## config.mk

```make
export PLATFORM = sky130hd
export DESIGN_NAME = demux_channel_sequencer
export DESIGN_NICKNAME = d
export VERILOG_FILES = /design/src/rtl/demux_channel_sequencer.sv
export SDC_FILE = /design/constraint.sdc
export NUM_CORES = 1
export LEC_CHECK = 0
export ABC_AREA = 1
export BUFFER_PORTS_ARGS = -buffer_cell sky130_fd_sc_hd__buf_2
export CORE_AREA = 4 4 93 95
export CTS_BUF_LIST = sky130_fd_sc_hd__clkbuf_16
export DETAILED_ROUTE_END_ITERATION = 7
export DIE_AREA = 0 0 97 99
export GPL_TIMING_DRIVEN = 0
export HOLD_SLACK_MARGIN = 0.05
export PLACE_DENSITY = 0.38
export RECOVER_POWER = 50
export SYNTH_ARGS = -nofsm -noshare
export SYNTH_HDL_FRONTEND = slang
export SYNTH_SLANG_ARGS = --single-unit
```

## constraint.sdc

```tcl
create_clock -name clk -period 2.2 [get_ports clk]
set_clock_uncertainty 0.05 [all_clocks]
set_input_delay 0.44 -clock clk [delete_from_list [all_inputs] [get_ports clk]]
set_output_delay 0.44 -clock clk [all_outputs]
set_load 0.005 [all_outputs]
```

## src/rtl/demux_channel_sequencer.sv

```systemverilog
`default_nettype none
// ============================================================================
// Module   : demux_channel_sequencer
// Brief    : Break-before-make channel sequencer for a 1-to-4 demux stage.
//            Walks a latched channel mask in ascending order with a fixed
//            dwell per channel and a one-cycle gap between channels.
// Revision : 1.0 - initial release
// ============================================================================
module demux_channel_sequencer #(
    parameter int DWELL_W = 8
) (
    input  logic               clk,
    input  logic               reset,
    input  logic               start,
    input  logic               stop,
    input  logic               continuous,
    input  logic [3:0]         mask,
    input  logic [DWELL_W-1:0] dwell,
    output logic [1:0]         sel,
    output logic               enable,
    output logic               busy,
    output logic               done
);

    typedef enum logic [1:0] {
        S_IDLE = 2'd0,
        S_ON   = 2'd1,
        S_GAP  = 2'd2
    } state_t;

    state_t             r_state;
    state_t             w_state_nxt;
    logic [1:0]         r_sel;
    logic [1:0]         w_sel_nxt;
    logic               r_enable;
    logic               w_enable_nxt;
    logic               r_done;
    logic               w_done_nxt;
    logic [DWELL_W-1:0] r_cnt;
    logic [DWELL_W-1:0] w_cnt_nxt;
    logic [DWELL_W-1:0] r_dwell;
    logic [DWELL_W-1:0] w_dwell_nxt;
    logic [3:0]         r_mask;
    logic [3:0]         w_mask_nxt;
    logic               r_cont;
    logic               w_cont_nxt;

    logic [DWELL_W-1:0] w_dwell_eff;
    logic [1:0]         w_first_req;
    logic [1:0]         w_first_lat;
    logic [1:0]         w_next_ch;
    logic               w_next_found;
    logic               w_expired;

    localparam logic [DWELL_W-1:0] C_ONE = DWELL_W'(1);

    assign w_dwell_eff = (dwell == '0) ? C_ONE : dwell;
    assign w_expired   = (r_cnt <= C_ONE);

    // Lowest set bit of the requested and latched masks; downward scan leaves the lowest.
    always_comb begin
        w_first_req = 2'd0;
        w_first_lat = 2'd0;
        for (int i = 3; i >= 0; i--) begin
            if (mask[i]) begin
                w_first_req = 2'(i);
            end
            if (r_mask[i]) begin
                w_first_lat = 2'(i);
            end
        end
    end

    // Next set bit of the latched mask strictly above the current channel.
    always_comb begin
        w_next_found = 1'b0;
        w_next_ch    = 2'd0;
        for (int i = 3; i >= 0; i--) begin
            if (r_mask[i] && (i > int'(r_sel))) begin
                w_next_found = 1'b1;
                w_next_ch    = 2'(i);
            end
        end
    end

    always_comb begin
        w_state_nxt  = r_state;
        w_sel_nxt    = r_sel;
        w_enable_nxt = 1'b0;
        w_done_nxt   = 1'b0;
        w_cnt_nxt    = r_cnt;
        w_dwell_nxt  = r_dwell;
        w_mask_nxt   = r_mask;
        w_cont_nxt   = r_cont;

        case (r_state)
            S_IDLE: begin
                if (start && !stop && (mask != 4'd0)) begin
                    w_mask_nxt   = mask;
                    w_cont_nxt   = continuous;
                    w_dwell_nxt  = w_dwell_eff;
                    w_cnt_nxt    = w_dwell_eff;
                    w_sel_nxt    = w_first_req;
                    w_enable_nxt = 1'b1;
                    w_state_nxt  = S_ON;
                end
            end

            S_ON: begin
                if (stop) begin
                    w_state_nxt = S_IDLE;
                end else if (w_expired) begin
                    if (w_next_found) begin
                        w_sel_nxt   = w_next_ch;
                        w_state_nxt = S_GAP;
                    end else if (r_cont) begin
                        w_sel_nxt   = w_first_lat;
                        w_state_nxt = S_GAP;
                    end else begin
                        w_done_nxt  = 1'b1;
                        w_state_nxt = S_IDLE;
                    end
                end else begin
                    w_enable_nxt = 1'b1;
                    w_cnt_nxt    = r_cnt - C_ONE;
                end
            end

            S_GAP: begin
                if (stop) begin
                    w_state_nxt = S_IDLE;
                end else begin
                    w_cnt_nxt    = r_dwell;
                    w_enable_nxt = 1'b1;
                    w_state_nxt  = S_ON;
                end
            end

            default: begin
                w_state_nxt = S_IDLE;
            end
        endcase
    end

    always_ff @(posedge clk or posedge reset) begin
        if (reset) begin
            r_state  <= S_IDLE;
            r_sel    <= 2'd0;
            r_enable <= 1'b0;
            r_done   <= 1'b0;
            r_cnt    <= '0;
            r_dwell  <= '0;
            r_mask   <= 4'd0;
            r_cont   <= 1'b0;
        end else begin
            r_state  <= w_state_nxt;
            r_sel    <= w_sel_nxt;
            r_enable <= w_enable_nxt;
            r_done   <= w_done_nxt;
            r_cnt    <= w_cnt_nxt;
            r_dwell  <= w_dwell_nxt;
            r_mask   <= w_mask_nxt;
            r_cont   <= w_cont_nxt;
        end
    end

    assign sel    = r_sel;
    assign enable = r_enable;
    assign done   = r_done;
    assign busy   = (r_state != S_IDLE);

endmodule
`default_nettype wire

```

# [After elaboration in Yosys (flattened, before gate mapping)]
# Cells that the tools add are included.
[totals] reg_bits=27 input_bits=17 output_inout_bits=5 word_cells=81
[op_classes] addsub=1 magnitude_cmp=4 n_eq_ne=9 mux=43 n_reduce_logical=16
[op_table] op="2-bit 2-to-1 mux" n=21
[op_table] op="8-bit 2-to-1 mux" n=5
[op_table] op="8-bit case mux with 3 select lines" n=1
[op_table] op="1-bit 2-to-1 mux" n=13
[op_table] op="2-bit != test, second input constant" n=5
[op_table] op="5-bit AND reduction" n=2
[op_table] op="8-bit by 1-bit <= comparator with 1-bit output, second input constant" n=1
[op_table] op="8-bit logical NOT" n=1
[op_table] op="8-bit by 1-bit subtractor with 8-bit output, second input constant" n=1
[op_table] op="3-bit != test, second input constant" n=2
[op_table] op="2-bit case mux with 3 select lines" n=1
[op_table] op="1-bit logical AND" n=5
[op_table] op="2-bit > comparator, first input constant" n=2
[op_table] op="2-bit case mux with 2 select lines" n=1
[op_table] op="2-bit AND reduction" n=2
[op_table] op="2-bit nonzero test" n=2
[op_table] op="4-bit nonzero test" n=1
[op_table] op="1-bit case mux with 3 select lines" n=1
[op_table] op="3-bit nonzero test" n=1
[op_table] op="2-bit by 1-bit == test with 1-bit output, second input constant" n=1
[op_table] op="2-bit == test, second input constant" n=1
[op_table] op="1-bit by 2-bit > comparator with 1-bit output, first input constant" n=1
[op_table] op="2-bit logical NOT" n=1
[op_table] op="1-bit logical NOT" n=1

# [Longest topological paths before layout]
[logic_depth] ltp_word=9 depth_mapped=11 depth_no_buf=11

# [Worst setup path after synthesis]
# OpenSTA, ideal clock, no wires.
[synth_path] kind="reg2reg" start="reg r_state[0]" end="reg r_cnt[3]" setup_time_ps=122 t_arrival_ps=1324 required_time_ps=2028 path_slack_ps=704 path_stages_with_launch=9 n_path_buf=1 period_less_slack_ps=1496 path_cell_list="dfrtp_1 inv_1 ha_1 inv_1 buf_2 a21oi_1 o21ai_0 o211ai_2 nand2_1"
[synth_via] elab_chain_cells=3 elab_cells_between_ends=10 cone_classes="eq/ne: 6; mux: 1; reduce/logical: 3"
[synth_lines] item="start, declared" line="31" text="state_t r_state;"
[synth_lines] item="start signal, assigned" line="156" text="r_state <= w_state_nxt;"
[synth_lines] item="2-bit by 1-bit == test with 1-bit output, or another cell as far along" line="96" text="case (r_state)"
[synth_lines] item="2-bit != test (no source line) / 3-bit nonzero test (equally long branches)"
[synth_lines] item="5-bit AND reduction (no source line)"
[synth_lines] item="end signal, assigned" line="160" text="r_cnt <= w_cnt_nxt;"
[synth_lines] item="end, declared" line="39" text="logic [DWELL_W-1:0] r_cnt;"
# Several ways; a longest one is shown, not always the timed one.
# A chain may end at the register's enable or synchronous reset.

# [Worst setup path in the final report]
[layout_path] start="reg r_state[1]" end="reg r_cnt[3]"
# Same word-level chain as after synthesis.

==> impl_metrics.toml <==
[critical_path]
r2r_slack_ns = 0.43
start_kind = "flop"
ff2ff_path_depth = 8
r2r-end = "r_cnt[3]"
path_max_fanout = 10
r2r_start = "r_state[1]"
cp.required_ns = 2.30
crit_type = "flop to flop"
cp_data_arrival_time_ns = 1.87
critPathCaptureType = "flop"

[routing]
routed_wl_um = 4702
ant_nets = 0
post_drt_wl_per_cell_um = 12.47
drc = 0
vias = 1568
drt_first_pass_iters = 4
viasPerCell = 4.159
drt-initial-drc-count = 53

[yosys]
syn_nets = 273
ys_seq_area_share_pct = 38.57
syn_area_per_cell_um2 = 7.007
synth_area_um2 = 1752
synth_warnings = 0
ys_ff_latch = 27
synthDistinctLibCells = 26
syn_inst = 250

[final_layout]
drive_gt1_share_pct = 15.27
nets = 299
antenna_cells = 0
fin_area_um2 = 2063
syn_to_final_growth_pct = 17.79

[placed_design]
hpwl_um = 3629
io_buffers = 21
placed_area_um2 = 1984
gp_congestion = 0.7343

[cts]
clk_pin_slew_ns = 0.08
post_cts_buffers = 0
cts_tree = "built"
h-tree-depth = 1
cts-root-buf = "clkbuf_16"
cts_resized = 0
clk_latency_ns = 0.27
ctsHoldBuffers = 0
cts-buffers-inserted = 3
cts.sinks = 27
clockBufferDepth = 2

[min_path]
hold_path_class = "input pin to flop"
min-delay-start = "continuous"
hold_end = "r_cont"
min_path_cells = 3

[timing]
fin_crit_ns = 1.773
rsz0062_at_grt = "false"
finalHoldViolCount = 0
setup_viol = 0
tns_ns = 0
tightest_slew_ns = 1.126
maxSlewHeadroom_pct = 24.87
fin_crit_sh_pct = 80.60
fmax_mhz = 564.0
maxSlewViolCount = 0

[pwr]
power_density_nw_per_um2 = 1500
peakVddDrop_v = 0.0004217
p_leak_nw = 1.072

[floorplanning]
row_count = 32
die_width_um = 97
die_h_um = 99
dieArea_um2 = 9603
ios = 22
core_area_um2 = 7727
start_util_pct = 22.67

[grt]
grt_max_degree = 28
grt_remaining_overflow = 0
grt_first_pass_wirelength_um = 8148
antenna_found_initial = 0
first_global_vias = 1603
track_usage_pct = 10.45

[outcome]
status = "complete, no violations"

[flow_run]
max_cap_violations = 0
## where the power goes
part           internal, mW  switching, mW  leakage, nW
Combinational         0.626           1.09        0.698
Sequential            0.740          0.201        0.338
Clock                 0.248          0.191       0.0371
Total                  1.61           1.48         1.07
## worst max path at each step
stage | from | end | slack (ns) | depth (start not counted)
6_report | r_state[1] | r_cnt[3] | 0.43 | 8
5_1_grt | r_state[1] | r_cnt[1] | 0.26 | 8
4_1_cts | r_state[1] | r_cnt[3] | 0.41 | 8
3_5_place_dp | r_state[1] | r_cnt[3] | 0.44 | 8
3_3_place_gp | r_state[0] | r_cnt[4] | 0.42 | 8
2_1_floorplan | r_state[0] | r_cnt[3] | 0.70 | 8
## registers in the layout, indices dropped and copies added (netlist names)
name     cells
r_mask       4
done         1
enable       1
r_cnt        8
r_cont       1
r_dwell      8
sel          2
r_state      2
## final cells by class
type / instances / area (µm²)
Multi-Input combinational cell: 182 / 909.6
Clock buffer: 3 / 75.07
Fill cell: 875 / 5664
Tap cell: 102 / 127.6
Inverter: 36 / 135.1
Buffer: 5 / 31.28
Sequential cell: 27 / 675.6
Clock inverter: 1 / 7.507
Timing Repair Buffer: 21 / 101.3
## through the flow
step | hold WS, ns | instances | worst slack, ns | power (mW) | util [%]
2_1_floorplan | 0.3991 | 250 | 0.7043 | 2.240 | -
3_3_place_gp | 0.4216 | 373 | 0.4246 | 2.707 | 25.68
3_5_place_dp | 0.4237 | 373 | 0.4419 | 2.705 | 25.68
4_1_cts | 0.3205 | 377 | 0.4056 | 3.167 | 26.75
5_1_grt | 0.3438 | 377 | 0.2570 | 3.486 | 26.70
6_report | 0.3242 | 377 | 0.4269 | 3.094 | 26.70
## critical path, stage by stage (launching register included)
cell and delay, ns:
dfrtp_1 0.42, inv_1 0.08, ha_1 0.41, inv_1 0.10, buf_2 0.19, a21oi_1 0.13
o21ai_0 0.12, o211ai_2 0.09, nand2_1 0.06
## cells by family (layout without fill, tap and decap cells)
| kind of cell | after synthesis | in the layout | synth area share (%) |
|---|---|---|---|
| buffers and inverters | 41 | 66 | 9.500 |
| AO/OA/AOI/OAI | 43 | 43 | 13.71 |
| AND/OR/NAND/NOR | 133 | 133 | 33.93 |
| adder cells (fa/ha/maj) | 6 | 6 | 4.286 |
| flip-flops | 27 | 27 | 38.57 |
## cells in the mapped netlist
| library cell | n | area, µm² |
|---|---|---|
| a21oi_1 | 12 | 60.06 |
| a221oi_1 | 1 | 8.760 |
| a22oi_1 | 1 | 7.510 |
| a31oi_1 | 1 | 6.260 |
| buf_2 | 4 | 20.02 |
| buf_6 | 1 | 11.26 |
| dfrtp_1 | 27 | 675.7 |
| ha_1 | 6 | 75.07 |
| inv_1 | 35 | 131.4 |
| inv_2 | 1 | 3.750 |
| nand2_1 | 80 | 300.3 |
| nand2_2 | 4 | 25.02 |
| nand2_4 | 1 | 11.26 |
| nand3_1 | 15 | 75.07 |
| nand3_2 | 2 | 20.02 |
| nand4_1 | 1 | 6.260 |
| nor2_1 | 23 | 86.33 |
| nor2_2 | 2 | 12.51 |
| nor2_4 | 2 | 22.52 |
| nor2_8 | 1 | 20.02 |
| nor3_1 | 1 | 5.000 |
| nor3_2 | 1 | 10.01 |
| o211ai_2 | 1 | 12.51 |
| o21ai_0 | 17 | 85.08 |
| o21ai_1 | 6 | 30.03 |
| o21bai_1 | 4 | 30.03 |
## per-layer routing
metal	GRT usage [%]	up-vias	routed length (µm)
li1	-	836	-
met1	13.89	715	2352
met2	17.83	15	2234
met3	2.194	2	100
met4	1.620	0	14
met5	0	-	0
## placed cells by master, fill, tap and decap left out, types with 2 or more instances in the layout
master	n
a21oi_1	12
buf_2	22
clkbuf_1	3
clkbuf_16	3
dfrtp_1	27
ha_1	6
inv_1	35
nand2_1	80
nand2_2	4
nand3_1	15
nand3_2	2
nor2_1	23
nor2_2	2
nor2_4	2
o21ai_0	17
o21ai_1	6
o21bai_1	4
(Power assumes the default switching activity.)
